[src/rtl/xy_link_pkg.sv]
// ---------------------------------------------------------------------------
// xy_link_pkg
// Shared types and constants for the receive end of the 3-input
// logic-encoder serial link.
//   state_t          receiver FSM states
//   FRAME_DATA_BITS  payload bits per frame (o, x, y)
//   BIT_O/BIT_X/BIT_Y  payload bit positions, in order of arrival
//   decode_c()       recovers c from the received x and o bits
// ---------------------------------------------------------------------------
package xy_link_pkg;

    typedef enum logic [2:0] {
        IDLE,
        START,
        DATA,
        STOP,
        DECODE
    } state_t;

    localparam int FRAME_DATA_BITS = 3;

    localparam int BIT_O = 0;
    localparam int BIT_X = 1;
    localparam int BIT_Y = 2;

    // The encoder sends x = ~c ^ o, so c = ~(x ^ o).
    function automatic logic decode_c(input logic x, input logic o);
        return ~(x ^ o);
    endfunction

endpackage

[src/rtl/xy_baud_tick.sv]
// ---------------------------------------------------------------------------
// xy_baud_tick
// Free-running bit-period counter for the serial receiver.
//   clk        system clock
//   rst_n      asynchronous active-low reset
//   clear      synchronous restart: counter is 0 on the following cycle
//   half_tick  high while the counter sits at CLKS_PER_BIT/2 - 1
//   full_tick  high while the counter sits at CLKS_PER_BIT - 1 (then wraps)
// After a clear, half_tick first fires CLKS_PER_BIT/2 cycles later and
// full_tick fires every CLKS_PER_BIT cycles.
// ---------------------------------------------------------------------------
module xy_baud_tick #(
    parameter int CLKS_PER_BIT = 16
) (
    input  logic clk,
    input  logic rst_n,
    input  logic clear,
    output logic half_tick,
    output logic full_tick
);

    localparam int CW = $clog2(CLKS_PER_BIT);
    localparam logic [CW-1:0] HALF_LAST = CW'(CLKS_PER_BIT / 2 - 1);
    localparam logic [CW-1:0] FULL_LAST = CW'(CLKS_PER_BIT - 1);

    logic [CW-1:0] cnt;

    // NOTE: sequential state uses non-blocking (<=) so every flop samples
    // the pre-edge values of its inputs, independent of statement order.
    always_ff @(posedge clk or negedge rst_n) begin
        if (!rst_n) begin
            cnt <= '0;
        end else if (clear || cnt == FULL_LAST) begin
            cnt <= '0;
        end else begin
            cnt <= cnt + 1'b1;
        end
    end

    assign half_tick = (cnt == HALF_LAST);
    assign full_tick = (cnt == FULL_LAST);

endmodule

[src/rtl/xy_serial_decoder.sv]
// ---------------------------------------------------------------------------
// xy_serial_decoder
// Receives UART-style frames {start=0, o, x, y, stop=1} carrying the output of
// the 3-input logic encoder (y=a&b, x=~c^(a|b), o=a|b), recovers c, a&b and
// a|b, flags impossible codes, and packs recovered c bits MSB-first into words.
//   clk         system clock
//   rst_n       asynchronous active-low reset
//   rxd         serial line, idle high, asynchronous to clk
//   sym_valid   1-cycle pulse: good frame decoded
//   c_out       recovered c (held between pulses)
//   and_ab      recovered a&b (held between pulses)
//   or_ab       recovered a|b (held between pulses)
//   code_err    1-cycle pulse: y=1 with o=0 received
//   frame_err   1-cycle pulse: stop bit sampled low
//   word        last completed word, first-received c in the MSB
//   word_valid  1-cycle pulse, the cycle after the sym_valid that filled word
// ---------------------------------------------------------------------------
module xy_serial_decoder
    import xy_link_pkg::*;
#(
    parameter int CLKS_PER_BIT = 16,
    parameter int WORD_W       = 8
) (
    input  logic              clk,
    input  logic              rst_n,
    input  logic              rxd,
    output logic              sym_valid,
    output logic              c_out,
    output logic              and_ab,
    output logic              or_ab,
    output logic              code_err,
    output logic              frame_err,
    output logic [WORD_W-1:0] word,
    output logic              word_valid
);

    localparam logic [1:0] LAST_BIT = 2'(FRAME_DATA_BITS - 1);
    localparam int CNT_W = $clog2(WORD_W + 1);
    localparam logic [CNT_W-1:0] CNT_LAST = CNT_W'(WORD_W - 1);

    // Input synchroniser plus one extra flop for falling-edge detection.
    // All three reset to 1 so a released reset never looks like a start edge.
    logic sync1, rxd_s, rxd_q;
    logic fall;

    state_t state, state_next;
    logic [1:0] bit_cnt;
    logic [FRAME_DATA_BITS-1:0] data;

    logic baud_clear, half_tick, full_tick;
    logic load_bit, sym_set, code_set, ferr_set;

    logic [WORD_W-1:0] shreg;
    logic [WORD_W-1:0] shifted;
    logic [CNT_W-1:0]  count;

    always_ff @(posedge clk or negedge rst_n) begin
        if (!rst_n) begin
            sync1 <= 1'b1;
            rxd_s <= 1'b1;
            rxd_q <= 1'b1;
        end else begin
            sync1 <= rxd;
            rxd_s <= sync1;
            rxd_q <= rxd_s;
        end
    end

    // Edge-triggered start: a line held low after a frame error never restarts.
    assign fall = rxd_q & ~rxd_s;

    xy_baud_tick #(
        .CLKS_PER_BIT(CLKS_PER_BIT)
    ) u_baud (
        .clk      (clk),
        .rst_n    (rst_n),
        .clear    (baud_clear),
        .half_tick(half_tick),
        .full_tick(full_tick)
    );

    // NOTE: every signal driven here gets a default first, so no path leaves
    // one unassigned and no latch is inferred.
    always_comb begin
        state_next = state;
        baud_clear = 1'b0;
        load_bit   = 1'b0;
        sym_set    = 1'b0;
        code_set   = 1'b0;
        ferr_set   = 1'b0;
        case (state)
            IDLE: begin
                if (fall) begin
                    state_next = START;
                    baud_clear = 1'b1;
                end
            end
            START: begin
                if (half_tick) begin
                    if (!rxd_s) begin
                        // Re-align so full ticks land at mid-bit from here on.
                        state_next = DATA;
                        baud_clear = 1'b1;
                    end else begin
                        state_next = IDLE;
                    end
                end
            end
            DATA: begin
                if (full_tick) begin
                    load_bit = 1'b1;
                    if (bit_cnt == LAST_BIT) begin
                        state_next = STOP;
                    end
                end
            end
            STOP: begin
                if (full_tick) begin
                    if (rxd_s) begin
                        state_next = DECODE;
                    end else begin
                        ferr_set   = 1'b1;
                        state_next = IDLE;
                    end
                end
            end
            DECODE: begin
                state_next = IDLE;
                if (data[BIT_Y] && !data[BIT_O]) begin
                    code_set = 1'b1;
                end else begin
                    sym_set = 1'b1;
                end
            end
            default: state_next = IDLE;
        endcase
    end

    always_ff @(posedge clk or negedge rst_n) begin
        if (!rst_n) begin
            state   <= IDLE;
            bit_cnt <= '0;
            data    <= '0;
        end else begin
            state <= state_next;
            if (state == START) begin
                bit_cnt <= '0;
            end else if (load_bit) begin
                data[bit_cnt] <= rxd_s;
                bit_cnt       <= bit_cnt + 1'b1;
            end
        end
    end

    // Registered result pulses and held decoded values.
    always_ff @(posedge clk or negedge rst_n) begin
        if (!rst_n) begin
            sym_valid <= 1'b0;
            code_err  <= 1'b0;
            frame_err <= 1'b0;
            c_out     <= 1'b0;
            and_ab    <= 1'b0;
            or_ab     <= 1'b0;
        end else begin
            sym_valid <= sym_set;
            code_err  <= code_set;
            frame_err <= ferr_set;
            if (sym_set) begin
                c_out  <= decode_c(data[BIT_X], data[BIT_O]);
                and_ab <= data[BIT_Y];
                or_ab  <= data[BIT_O];
            end
        end
    end

    // Word packer works off the registered sym_valid/c_out, which places
    // word_valid one cycle after the sym_valid that completes the word.
    assign shifted = {shreg[WORD_W-2:0], c_out};

    always_ff @(posedge clk or negedge rst_n) begin
        if (!rst_n) begin
            shreg      <= '0;
            count      <= '0;
            word       <= '0;
            word_valid <= 1'b0;
        end else begin
            word_valid <= 1'b0;
            if (code_set) begin
                count <= '0;
            end else if (sym_valid) begin
                shreg <= shifted;
                if (count == CNT_LAST) begin
                    word       <= shifted;
                    word_valid <= 1'b1;
                    count      <= '0;
                end else begin
                    count <= count + 1'b1;
                end
            end
        end
    end

endmodule

[config.mk]
export PLATFORM = sky130hd
export DESIGN_NAME = xy_serial_decoder
export DESIGN_NICKNAME = d
export VERILOG_FILES = /design/src/rtl/xy_link_pkg.sv /design/src/rtl/xy_baud_tick.sv /design/src/rtl/xy_serial_decoder.sv
export SDC_FILE = /design/constraint.sdc
export NUM_CORES = 1
export LEC_CHECK = 0
export ABC_AREA = 1
export BUFFER_PORTS_ARGS = -buffer_cell sky130_fd_sc_hd__buf_2
export CELL_PAD_IN_SITES_DETAIL_PLACEMENT = 0
export CELL_PAD_IN_SITES_GLOBAL_PLACEMENT = 2
export CORE_UTILIZATION = 36
export CTS_CLUSTER_SIZE = 8
export DETAILED_ROUTE_END_ITERATION = 7
export GPL_TIMING_DRIVEN = 0
export PLACE_DENSITY = 0.81
export SYNTH_ARGS = -nofsm -noshare
export SYNTH_HDL_FRONTEND = slang
export SYNTH_SLANG_ARGS = --single-unit
[constraint.sdc]
create_clock -name clk -period 2.1 [get_ports clk]
set_clock_uncertainty 0.2 [all_clocks]
set_input_delay 0.42 -clock clk [delete_from_list [all_inputs] [get_ports clk]]
set_output_delay 0.42 -clock clk [all_outputs]
set_load 0.02 [all_outputs]
==> results.sh <==
export IMPL_status="finished, final reports clean"
export IMPL_crit_required_ns=2.08
export IMPL_synth_nets=197
export IMPL_start_kind="flip-flop"
export IMPL_min_period_over_period_pct=79.9
export IMPL_ys_types=28
export IMPL_worstPathCellList="ha_1 -> nand3_1 -> nand2_1 -> nand2_1 -> inv_1 -> nand3_1 -> nand2_1 -> nand2_1"
export IMPL_tightest_slew_ns=0.901
export IMPL_cts_resized=0
export IMPL_overflow=0
export IMPL_hold_path_end="sync1"
export IMPL_hold_violations=0
export IMPL_area_delta_synth_final_pct=14.5
export IMPL_wl_per_cell_um=11.7
export IMPL_holdBufCountCts=0
export IMPL_clk_pin_slew_ns=0.08
export IMPL_crit_top_cell="nand2_1"
export IMPL_setup_violations=0
export IMPL_cts_tree="done"
export IMPL_port_buffers=17
export IMPL_r2r_end="state[0]"
export IMPL_cp_arrival_ns=1.66
export IMPL_drc_errors=0
export IMPL_tns_ns=0
export IMPL_dpl_hpwl_mm=2.40
export IMPL_insertion_delay_ns=0.29
export IMPL_cp_slowest_cell="dfrtp_1"
export IMPL_grt_pass1_vias=1329
export IMPL_ios=18
export IMPL_irDropWorstVdd_v=0.000554
export IMPL_clock_sinks=41
export IMPL_gp_congestion=0.867
export IMPL_initial_core_util_pct=38.1
export IMPL_die_area_mm2=0.00538
export IMPL_route_antenna_remaining_nets=0
export IMPL_cts_setup_buffers=0
export IMPL_vias_per_cell=4.57
export IMPL_grt_setup_unrepaired="false"
export IMPL_grt_pass1_wl_mm=5.59
export IMPL_die_y_um=73.4
export IMPL_die_width_um=73.4
export IMPL_yosysWarningCount=0
export IMPL_worst_setup_path_type="flip-flop to flip-flop"
export IMPL_crit_family="simple AND/OR/NAND/NOR gates"
export IMPL_netlist_area_mm2=0.00183
export IMPL_drt_initial_drc_count=41
export IMPL_numCtsBuffers=5
export IMPL_total_leakage_power_uw=0.00102
export IMPL_relSlewSlack_pct=40.0
export IMPL_final_layout_size_suffix_gt1_share_pct=23.8
export IMPL_num_nets_final=221
export IMPL_min_from="rxd"
export IMPL_critPathMaxFanout=5
export IMPL_r2r_setup_slack_ns=0.42
export IMPL_grt_usage_pct=14.1
export IMPL_num_rows=25
export IMPL_grt_max_degree=42
export IMPL_p_per_area_mw_per_mm2=900
export IMPL_reg2regPathDepth=8
export IMPL_ys_seq_area_share_pct=56.1
export IMPL_hold_depth=1
export IMPL_fin_crit_ns=1.68
export IMPL_crit_buf_inv=1
export IMPL_maxCapViolations=0
export IMPL_synth_cells=189
export IMPL_final_util_pct=43.6
export IMPL_reg2reg_from="u_baud.cnt[0]"
export IMPL_diodes=0
export IMPL_antenna_found_initial=0
export IMPL_finalWirelength_mm=3.28
export IMPL_drt_pass1_iterations=6
export IMPL_clock_root_buffer="clkbuf_8"
export IMPL_fmax_mhz=596
export IMPL_core_mm2=0.00482
export IMPL_ys_seq_elements=41
export IMPL_vias=1285
export IMPL_cpPeakStageDelay_ns=0.37
export IMPL_hold_class="input pin to flip-flop"
export IMPL_cts_max_path_buffers=2
export IMPL_syn_area_per_cell_um2=9.71
export IMPL_htreeDepth=2
export IMPL_endpoint_kind="flip-flop"
export IMPL_slew_viol_final=0
==> worst reg2reg max path, stage by stage (launching register included) <==
cell,delay (ns)
dfrtp_1,0.37
ha_1,0.23
nand3_1,0.24
nand2_1,0.17
nand2_1,0.07
inv_1,0.08
nand3_1,0.10
nand2_1,0.08
nand2_1,0.05
==> state kept, by name, summed over array words and instances (netlist names), 2 cells and up <==
register,cells
shreg,7
state,3
word,8
u_baud.cnt,4
count,4
data,3
bit_cnt,2
==> cell usage after synthesis (all sizes together) <==
library cell / number / area, um2
a21oi: 2 / 10.0
a22oi: 1 / 7.51
a31oi: 1 / 6.26
buf: 2 / 31.3
dfrtp: 38 / 951
dfstp: 3 / 78.8
ha: 5 / 62.6
inv: 26 / 97.6
nand2: 53 / 224
nand3: 11 / 72.6
nand4: 2 / 12.5
nor2: 13 / 56.3
nor3: 2 / 21.3
nor4: 1 / 6.26
o211ai: 1 / 7.51
o21ai: 24 / 154
xnor2: 2 / 17.5
xor2: 2 / 17.5
==> cells by family after synthesis <==
kind of cell               synth area share [%]
and+or+nand+nor                            21.4
buffers and inverters                      7.03
xor gates and xnor gates                   1.91
adders and majority gates                  3.41
AOI/OAI and AO/OA                          10.1
DFF                                        56.1
==> stage by stage <==
step / cells / cell area (um2) / power [uW] / hold WS, ns / setup slack [ns]
detailed placement: 273 / 2000 / 1370 / 0.147 / 0.428
CTS: 281 / 2100 / 1910 / 0.00741 / 0.417
global route: 281 / 2100 / 2010 / 0.00963 / 0.260
floorplan: 189 / 1830 / 1260 / -0.0756 / 0.593
global placement: 273 / 2000 / 1350 / 0.147 / 0.459
finish: 281 / 2100 / 1890 / 0.0247 / 0.422
==> power by group <==
| part | switching, uW | total (uW) | internal [uW] | leakage, uW |
|---|---|---|---|---|
| Combinational | 245 | 383 | 138 | 0.000417 |
| Sequential | 86.1 | 966 | 880 | 0.000552 |
| Clock | 273 | 539 | 266 | 0.0000512 |
| Total | 604 | 1890 | 1280 | 0.00102 |
==> metal layers <==
layer  up-vias  track usage, %  share of wire, %
met5         -               0                 0
met4         0            5.77               1.7
met3         6            4.12               3.3
met2        22            23.5                49
met1       612            17.1                46
li1        645               -                 -
==> layout make-up <==
cell class | instances | area [um2]
repair buffers | 17 | 85.1
inverters | 26 | 97.6
clock inverters | 2 | 13.8
well taps | 67 | 83.8
flip-flops and latches | 41 | 1030
plain buffers | 2 | 31.3
multi-input cells | 120 | 676
fillers | 496 | 2720
clock buffers | 6 | 82.6
==> placed cells by master (no fill, tap or decap) <==
| cell | n |
|---|---|
| nand2_1 | 47 |
| dfrtp_1 | 38 |
| inv_1 | 24 |
| buf_2 | 17 |
| nor2_1 | 12 |
| nand3_1 | 9 |
| o21ai_2 | 9 |
| o21ai_1 | 8 |
| o21ai_0 | 7 |
| clkbuf_8 | 6 |
| ha_1 | 5 |
| nand2_2 | 4 |
| dfstp_2 | 3 |
| inv_2 | 2 |
| nand4_1 | 2 |
| xnor2_1 | 2 |
| xor2_1 | 2 |
| a21oi_1 | 2 |
| nand2_4 | 2 |
| nand3_2 | 1 |
| nor3_1 | 1 |
| o211ai_1 | 1 |
| nor4_1 | 1 |
| nand3_4 | 1 |
| nor3_4 | 1 |
| buf_6 | 1 |
| a31oi_1 | 1 |
| nor2_4 | 1 |
| a22oi_1 | 1 |
| buf_12 | 1 |
| clkinv_4 | 1 |
| clkinv_2 | 1 |
==> worst max path at each step <==
stage | from | end | slack (ns) | cells past startpoint
final | u_baud.cnt[0] | state[0] | 0.42 | 8
after global routing | u_baud.cnt[0] | state[0] | 0.26 | 8
after CTS | u_baud.cnt[0] | state[0] | 0.42 | 8
after detailed placement | u_baud.cnt[0] | state[0] | 0.43 | 8
after global placement | u_baud.cnt[0] | state[0] | 0.46 | 8
after floorplan | sym_valid | word[5] | 0.59 | 6
No activity file was read; power rests on OpenSTA's default activity.
